[src/rtl/a2d_pkg.sv]
`default_nettype none
// +--------------------------------------------------------------------------+
// | a2d_pkg                                                                  |
// | Shared types, slot indices and command-word builder for a2d_sequencer.   |
// | Rev 1.0 - initial release                                                |
// +--------------------------------------------------------------------------+
package a2d_pkg;

  localparam int NUM_SLOTS = 4;

  typedef enum logic [1:0] {
    IDLE = 2'd0,
    CMD  = 2'd1,
    DEAD = 2'd2,
    READ = 2'd3
  } state_t;

  typedef logic [1:0] slot_t;

  localparam slot_t SLOT_LFT   = 2'd0;
  localparam slot_t SLOT_RGHT  = 2'd1;
  localparam slot_t SLOT_STEER = 2'd2;
  localparam slot_t SLOT_BATT  = 2'd3;

  // The converter only looks at the channel field; everything else is zero.
  function automatic logic [15:0] build_cmd(input logic [2:0] ch);
    return {2'b00, ch, 11'h000};
  endfunction

endpackage
`default_nettype wire

[src/rtl/a2d_dead_timer.sv]
`default_nettype none
// +--------------------------------------------------------------------------+
// | a2d_dead_timer                                                           |
// | Loadable down-counter spacing the two SPI transactions of a conversion.  |
// | Rev 1.0 - initial release                                                |
// +--------------------------------------------------------------------------+
module a2d_dead_timer #(
  parameter int WIDTH = 4
) (
  input  logic             clk,
  input  logic             rst_n,
  input  logic             load,
  input  logic             en,
  input  logic [WIDTH-1:0] load_val,
  output logic             zero
);

  logic [WIDTH-1:0] r_cnt;

  always_ff @(posedge clk or negedge rst_n) begin
    if (!rst_n) begin
      r_cnt <= '0;
    end else if (load) begin
      r_cnt <= load_val;
    end else if (en && (r_cnt != '0)) begin
      r_cnt <= r_cnt - 1'b1;
    end
  end

  assign zero = (r_cnt == '0);

endmodule
`default_nettype wire

[src/rtl/a2d_sequencer.sv]
`default_nettype none
// +--------------------------------------------------------------------------+
// | a2d_sequencer                                                            |
// | Round-robin A2D conversion sequencer driving the shared SPI master.      |
// | Optional battery-low flag enabled by defining BATT_LOW_EN.               |
// | Rev 1.0 - initial release                                                |
// +--------------------------------------------------------------------------+
module a2d_sequencer
  import a2d_pkg::*;
#(
  parameter logic [2:0]  LFT_CH      = 3'd0,
  parameter logic [2:0]  RGHT_CH     = 3'd4,
  parameter logic [2:0]  STEER_CH    = 3'd5,
  parameter logic [2:0]  BATT_CH     = 3'd6,
  parameter int          DEAD_CYC    = 2,
  parameter logic [11:0] BATT_THRESH = 12'h800
) (
  input  logic        clk,
  input  logic        rst_n,
  input  logic        nxt,
  input  logic        spi_done,
  input  logic [15:0] spi_rd_data,
  output logic        spi_wrt,
  output logic [15:0] spi_cmd,
  output logic [11:0] lft_ld,
  output logic [11:0] rght_ld,
  output logic [11:0] steer_pot,
  output logic [11:0] batt,
  output logic        cnv_vld,
  output logic        busy,
  output logic        batt_low
);

  // DEAD lasts DEAD_CYC clocks; the zero-count cycle is the last of them.
  localparam logic [3:0] c_dead_load = 4'(DEAD_CYC - 1);

  state_t      r_state;
  state_t      w_state_nxt;
  slot_t       r_ptr;
  logic        r_spi_wrt;
  logic        r_cnv_vld;
  logic        r_busy;
  logic [15:0] r_spi_cmd;
  logic [11:0] r_res [NUM_SLOTS];

  logic        w_wrt_nxt;
  logic        w_vld_nxt;
  logic        w_busy_nxt;
  logic        w_cmd_ld;
  logic        w_capture;
  logic        w_tmr_load;
  logic        w_tmr_en;
  logic        w_tmr_zero;
  logic [2:0]  w_ch;
  logic        w_unused_hi;

  assign w_unused_hi = ^spi_rd_data[15:12];

  always_comb begin
    w_ch = LFT_CH;
    case (r_ptr)
      SLOT_LFT:   w_ch = LFT_CH;
      SLOT_RGHT:  w_ch = RGHT_CH;
      SLOT_STEER: w_ch = STEER_CH;
      SLOT_BATT:  w_ch = BATT_CH;
      default:    w_ch = LFT_CH;
    endcase
  end

  a2d_dead_timer #(
    .WIDTH    (4)
  ) u_dead_timer (
    .clk      (clk),
    .rst_n    (rst_n),
    .load     (w_tmr_load),
    .en       (w_tmr_en),
    .load_val (c_dead_load),
    .zero     (w_tmr_zero)
  );

  always_ff @(posedge clk or negedge rst_n) begin
    if (!rst_n) begin
      r_state <= IDLE;
    end else begin
      r_state <= w_state_nxt;
    end
  end

  always_comb begin
    w_state_nxt = r_state;
    w_wrt_nxt   = 1'b0;
    w_vld_nxt   = 1'b0;
    w_busy_nxt  = r_busy;
    w_cmd_ld    = 1'b0;
    w_capture   = 1'b0;
    w_tmr_load  = 1'b0;
    w_tmr_en    = 1'b0;
    case (r_state)
      IDLE: begin
        // A request coinciding with the completion pulse is dropped.
        if (nxt && !r_cnv_vld) begin
          w_wrt_nxt   = 1'b1;
          w_cmd_ld    = 1'b1;
          w_busy_nxt  = 1'b1;
          w_state_nxt = CMD;
        end
      end
      CMD: begin
        if (spi_done) begin
          w_tmr_load  = 1'b1;
          w_state_nxt = DEAD;
        end
      end
      DEAD: begin
        if (w_tmr_zero) begin
          w_wrt_nxt   = 1'b1;
          w_state_nxt = READ;
        end else begin
          w_tmr_en = 1'b1;
        end
      end
      READ: begin
        if (spi_done) begin
          w_capture   = 1'b1;
          w_vld_nxt   = 1'b1;
          w_busy_nxt  = 1'b0;
          w_state_nxt = IDLE;
        end
      end
      default: w_state_nxt = IDLE;
    endcase
  end

  always_ff @(posedge clk or negedge rst_n) begin
    if (!rst_n) begin
      r_spi_wrt <= 1'b0;
      r_cnv_vld <= 1'b0;
      r_busy    <= 1'b0;
      r_spi_cmd <= 16'h0000;
      r_ptr     <= SLOT_LFT;
      for (int i = 0; i < NUM_SLOTS; i++) begin
        r_res[i] <= 12'h000;
      end
    end else begin
      r_spi_wrt <= w_wrt_nxt;
      r_cnv_vld <= w_vld_nxt;
      r_busy    <= w_busy_nxt;
      if (w_cmd_ld) begin
        r_spi_cmd <= build_cmd(w_ch);
      end
      if (w_capture) begin
        r_res[r_ptr] <= spi_rd_data[11:0];
        r_ptr        <= r_ptr + 2'd1;
      end
    end
  end

`ifdef BATT_LOW_EN
  logic r_batt_low;

  always_ff @(posedge clk or negedge rst_n) begin
    if (!rst_n) begin
      r_batt_low <= 1'b0;
    end else if (w_capture && (r_ptr == SLOT_BATT)) begin
      r_batt_low <= (spi_rd_data[11:0] < BATT_THRESH);
    end
  end

  assign batt_low = r_batt_low;
`else
  logic w_unused_thresh;

  assign w_unused_thresh = ^BATT_THRESH;
  assign batt_low        = 1'b0;
`endif

  assign spi_wrt   = r_spi_wrt;
  assign spi_cmd   = r_spi_cmd;
  assign cnv_vld   = r_cnv_vld;
  assign busy      = r_busy;
  assign lft_ld    = r_res[SLOT_LFT];
  assign rght_ld   = r_res[SLOT_RGHT];
  assign steer_pot = r_res[SLOT_STEER];
  assign batt      = r_res[SLOT_BATT];

endmodule
`default_nettype wire

[config.mk]
export PLATFORM = sky130hd
export DESIGN_NAME = a2d_sequencer
export DESIGN_NICKNAME = d
export VERILOG_FILES = /design/src/rtl/a2d_pkg.sv /design/src/rtl/a2d_dead_timer.sv /design/src/rtl/a2d_sequencer.sv
export SDC_FILE = /design/constraint.sdc
export NUM_CORES = 1
export LEC_CHECK = 0
export CORE_MARGIN = 2
export CORE_UTILIZATION = 40
export DETAILED_ROUTE_END_ITERATION = 8
export MAX_ROUTING_LAYER = met4
export PLACE_DENSITY = 0.73
export SLEW_MARGIN = 30
export SYNTH_ARGS = -nofsm -noshare
export SYNTH_HDL_FRONTEND = slang
export SYNTH_SLANG_ARGS = --single-unit
[constraint.sdc]
create_clock -name clk -period 1.75 [get_ports clk]
set_input_delay 0.35 -clock clk [delete_from_list [all_inputs] [get_ports clk]]
set_output_delay 0.35 -clock clk [all_outputs]
set_load 0.03 [all_outputs]
## After elaboration in Yosys (flattened, before gate mapping)

Cells that the tools add are included.

| storage, ports and cells | value |
|---|---|
| flip-flop bits (word level) | 62 |
| output and inout port bits | 68 |
| word-level logic and storage cells | 61 |
| bits of input ports | 20 |

| operators by class | value |
|---|---|
| add/sub/neg operators | 2 |
| mux-type cells | 23 |
| reduce and logical (&&, ||, !) cells | 12 |
| equality and inequality tests | 10 |
| bitwise gates (word level) | 1 |
| order comparisons | 2 |

Operators with widths:

| operator | count |
|---|---|
| 48-bit bitwise mux | 1 |
| 12-bit demux with 2-bit select | 1 |
| 12-bit two-way mux | 1 |
| 3-bit case mux with 4 select lines | 1 |
| 1-bit two-way mux | 10 |
| 2-bit equality test (second input constant) | 4 |
| 2-bit two-way mux | 4 |
| 4-bit two-way mux | 2 |
| 2-bit case mux with 4 select lines | 1 |
| 2-bit != test (second input constant) | 3 |
| 2-bit by 1-bit equality test with 1-bit output (second input constant) | 2 |
| 2-bit zero test | 2 |
| 4-bit zero test | 1 |
| 1-bit case mux with 2 select lines | 2 |
| 4-bit AND reduction | 1 |
| 2-bit nonzero test | 2 |
| 4-bit nonzero test | 1 |
| 4-bit by 1-bit subtractor with 4-bit output (second input constant) | 1 |
| 3-bit greater-or-equal comparator (second input constant) | 1 |
| 1-bit logical AND | 3 |
| 3-bit by 1-bit less-than comparator with 1-bit output (second input constant) | 1 |
| 2-bit NOT with 3-bit output | 1 |
| 3-bit AND reduction | 1 |
| 2-bit by 1-bit adder with 2-bit output (second input constant) | 1 |
| other kinds (2) | 2 |

## Longest topological paths before layout

| depth | value |
|---|---|
| word-level depth | 6 |
| depth in mapped cells | 6 |
| depth with buffers taken out | 5 |

## Hierarchy

A second synthesis with hierarchy kept.

| unflattened totals | value |
|---|---|
| cell total of the unflattened synthesis | 193 |
| area total of the unflattened synthesis | 2936.6 um^2 |

By module, submodules not included:

| module | cells an instance | sequential area each (um^2) | area each (um^2) | instances |
|---|---|---|---|---|
| a2d_sequencer | 166 | 1451.4 | 2666.3 | 1 |
| a2d_dead_timer | 27 | 100.1 | 270.3 | 1 |

## Worst setup path before layout

OpenSTA, ideal clock, no wires.

| timing path | value |
|---|---|
| path kind | reg-to-reg |
| from | reg u_dead_timer.r_cnt[0] |
| to | reg r_state[1] |
| library setup time | 125 ps |
| cell stages (with the launch flop) | 6 |
| arrival time | 1565 ps |
| setup slack | 60 ps |
| data required time | 1625 ps |
| period minus slack after synthesis | 1690 ps |
| path buffers | 0 |
| path through | dfrtp_1 -> inv_1 -> ha_1 -> or3b_4 -> a221oi_4 -> mux2_4 |

| between the ends | value |
|---|---|
| cells in the longest elaborated chain, start to end | 3 |

RTL lines:

| element | line | source |
|---|---|---|
| from (decl) | a2d_dead_timer.sv:18 | `logic [WIDTH-1:0] r_cnt;` |
| from (signal assigned) | a2d_dead_timer.sv:24 | `r_cnt <= load_val;` |
| from (signal assigned) | a2d_dead_timer.sv:26 | `r_cnt <= r_cnt - 1'b1;` |
| 4-bit zero test | a2d_dead_timer.sv:30 | `assign zero = (r_cnt == '0);` |
| 2-bit by 1-bit != test with 1-bit output (no line) | -- |  |
| 4-bit AND reduction (no line) | -- |  |
| to (signal assigned) | a2d_sequencer.sv:85 | `r_state <= w_state_nxt;` |
| to (decl) | a2d_sequencer.sv:37 | `state_t r_state;` |

Every way passes these cells.
A chain may end at the register's enable or synchronous reset.

## Worst setup path after layout

| timing path | value |
|---|---|
| from | reg r_res (netlist bit rght_ld[2]) |
| to | out rght_ld[2] |

RTL lines:

| element | line | source |
|---|---|---|
| from (decl) | a2d_sequencer.sv:44 | `logic [11:0] r_res [NUM_SLOTS];` |
| from (signal, indexed assignment) | a2d_sequencer.sv:152 | `r_res[r_ptr] <= spi_rd_data[11:0];` |
| to (decl) | a2d_sequencer.sv:26 | `output logic [11:0] rght_ld,` |

No word-level cell between the ends.

==> qor.csv <==
stage;metric;value;unit
run_status;status;complete, no violations;
sta;setup_ws;35.0;ps
synthesis;synth-adder-area-share;4.70;%
sta;setup_viol;0;
global_route;grt_remaining_overflow;0;
global_route;grt_pass1_wl;8.74;mm
clock_network;cts_tree;yes;
detailed_routing;antenna_left;0;
final_layout;syn2layout_area_growth;42.8;%
placement;port_buffers;69;
final_layout;register_area;1550;sq um
global_route;antenna_found_initial;0;
sta;rsz0062_at_grt;yes;
setup_path;critPathTopFamily;buffers and inverters;
detailed_routing;vias;1685;
setup_path;cp-startpoint;rght_ld[2];
hold_path;hold_class;input port to async pin;
final_layout;finalNetCount;304;
sta;finalHoldViolations;0;
floorplan;die_x;85.6;um
setup_path;slowest_delay;680;ps
setup_path;cp-start-kind;register;
power_and_ir_drop;max-vdd-ir-drop;1240;uV
clock_network;clock_path_buffers;2;
detailed_routing;avgViaCountPerCell;4.73;
final_layout;fillerInstances;512;
power_and_ir_drop;leakage;2.00;nW
power_and_ir_drop;power_frac_clock;16.4;%
detailed_routing;detail_route.wl_per_cell;14.7;um
setup_path;crit_arrival;1360;ps
placement;place.gp.congestion;0.727;
synthesis;synth-compound-area-share;4.00;%
setup_path;r2r-start;u_dead_timer.r_cnt[1];
synthesis;ys_ff_latch;62;
setup_path;required;1400;ps
setup_path;cpMaxStageDelayCell;clkdlybuf4s50_1;
sta;drv_slew;0;
synthesis;synth_top_family_by_area;multiplexers;
floorplan;fp.coreArea;6390;sq um
global_route;grt_pass1_vias;1800;
placement;hpwl;3.81;mm
floorplan;fp.dieArea;7320;sq um
synthesis;avgSynthCellArea;14.3;sq um
synthesis;synthSimpleGateAreaFrac;3.57;%
synthesis;ys_seq_area_share;58.3;%
final_layout;postLayoutCoreUtil;59.5;%
detailed_routing;routed_wl;5.23;mm
sta;finalCritPeriodShare;98.0;%
sta;fin_crit;1710;ps
synthesis;synth_edf_count;0;
sta;fmax;0.583;GHz
floorplan;rows;29;
clock_network;ctsRootBufferMaster;clkbuf_8;
placement;post-place-cells;336;
power_and_ir_drop;sequentialPowerShare;32.2;%
clock_network;clk_pin_slew;80;ps
final_layout;multiInputGateArea;1010;sq um
floorplan;die_height;85.6;um
clock_network;numCtsBuffers;9;
synthesis;muxShareOfSynthArea;22.5;%
final_layout;n_antenna_cell;0;
detailed_routing;dr.first_iter.drc_count;41;
synthesis;synth_ff_type;dfrtp_1;
synthesis;synthArstFlopShare;100;%
setup_path;crit_path_end_kind;output port;
final_layout;drive_above_1_share;31.5;%
power_and_ir_drop;power;7.69;mW
clock_network;h-tree-depth;3;
synthesis;synthCells;186;
floorplan;start_util;41.7;%
power_and_ir_drop;power.internal;4.67;mW
synthesis;synth.distinct_cells;27;
clock_network;clk_latency;330;ps
flow_run;max-cap-violations;0;
setup_path;critPathKind;register to output port;
global_route;grt_max_degree;21;
placement;place_ws;-48.5;ps
sta;finClkSkew;8.50;ps
global_route;grt_usage;16.0;%
setup_path;crit_fanout;2;
power_and_ir_drop;p_per_area;2030;nW/um^2
synthesis;synth_xor_xnor_area_share;0.659;%
floorplan;pin_count;88;
setup_path;cp_cell_sequence;clkdlybuf4s50_1;
synthesis;ys_warn_count;0;
clock_network;cts_sinks;62;
setup_path;crit_buf_inv;1;
synthesis;synth_area;2660;sq um
final_layout;final_cells;356;
detailed_routing;first_pass_iters;4;
detailed_routing;drc_errors;0;
power_and_ir_drop;combPwrFrac;51.4;%
power_and_ir_drop;switchingPower;3.03;mW
power_and_ir_drop;switching_share;39.3;%
-- path summary, 6_finish.rpt --
kind	to	slack (ps)	cells past startpoint
min in group clk	spi_cmd[13]	490	2
min reg2reg	spi_cmd[13]	490	2
min	u_dead_timer.r_cnt[1]	360	2
max	rght_ld[2]	40	1
max in group asynchronous	batt[11]	930	3
max reg2reg	r_state[1]	40	5
-- cell usage after synthesis (2+ instances only) --
master,number,share of area (%)
mux2_2,50,21
nand2_1,8,1.1
ha_1,10,4.7
a21oi_1,3,0.56
nor3_1,3,0.56
buf_2,4,0.75
dfrtp_1,62,58
o21ai_0,4,0.75
nand2b_1,2,0.47
buf_4,15,4.2
mux2i_1,2,0.75
inv_1,8,1.1
-- final cells by class --
cell class	count	area share [%]
sequential	62	40.9
multi-input combinational	110	26.5
timing repair buffer	83	23.8
clock buffer	10	3.62
tap	77	2.54
clock inverter	6	1.88
inverter	8	0.791
-- power by group through the flow --
stage                     clock network (mW)  registers, mW  logic (mW)
final                                   1.26           2.48        3.95
after CTS                               1.31           2.49        4.05
after global routing                    1.38           2.57        4.20
after floorplan                            0           3.66        1.20
after detailed placement                   0           2.52        3.95
after global placement                     0           2.50        3.88
-- cells by family after synthesis --
| kind of cell | Yosys count |
|---|---|
| buffers and inverters | 27 |
| flip-flops | 62 |
| adder cells (fa/ha/maj) | 10 |
| AND/OR/NAND/NOR | 18 |
| AO/OA/AOI/OAI | 13 |
| multiplexers | 53 |
| XOR/XNOR | 2 |
| other | 1 |
-- routing by layer --
metal,track usage (%),up-vias,routed length (um)
met5,-,-,0
met4,8.80,0,93
met3,2.98,8,207
met2,24.9,50,2650
met1,19.7,832,2270
li1,-,795,-
-- registers in the layout, indices dropped and copies added (netlist names) --
register and flops:
batt 12, busy 1, cnv_vld 1, lft_ld 12, r_ptr 2, r_state 2
rght_ld 12, spi_cmd 3, spi_wrt 1, steer_pot 12, u_dead_timer.r_cnt 4
-- per-stage QoR --
| stage | instance area, sq um | hold WS (ps) | TNS, ps |
|---|---|---|---|
| final | 3800 | 358 | 0 |
| after global routing | 3800 | 352 | -9.40 |
| after CTS | 3740 | 334 | 0 |
| after detailed placement | 3480 | 164 | -1500 |
| after global placement | 3480 | 164 | -1210 |
| after floorplan | 2710 | 54.4 | 0 |
-- repair_timing --
action                     4_1_cts  5_1_grt
hold buffers                     1        0
setup buffers                    3        0
resized for setup                4       24
pin swaps                        1        2
hold endpoints to repair         2        0
setup endpoints to repair        1       25
-- cell usage in the layout (no fill, tap or decap), drive strengths merged, types with 2 or more instances in the layout --
cell | synthesis | final
nor3 | 3 | 3
conb | 1 | 14
inv | 8 | 8
clkdlybuf4s50 | 0 | 44
a21oi | 3 | 3
nand2b | 2 | 2
dfrtp | 62 | 62
clkbuf | 0 | 10
ha | 10 | 10
o21ai | 4 | 4
buf | 19 | 14
mux2i | 2 | 2
dlymetal6s2s | 0 | 24
mux2 | 51 | 51
clkinv | 0 | 3
nand2 | 8 | 8
clkinvlp | 0 | 2
Note: power is estimated with default switching activity, not from simulation.
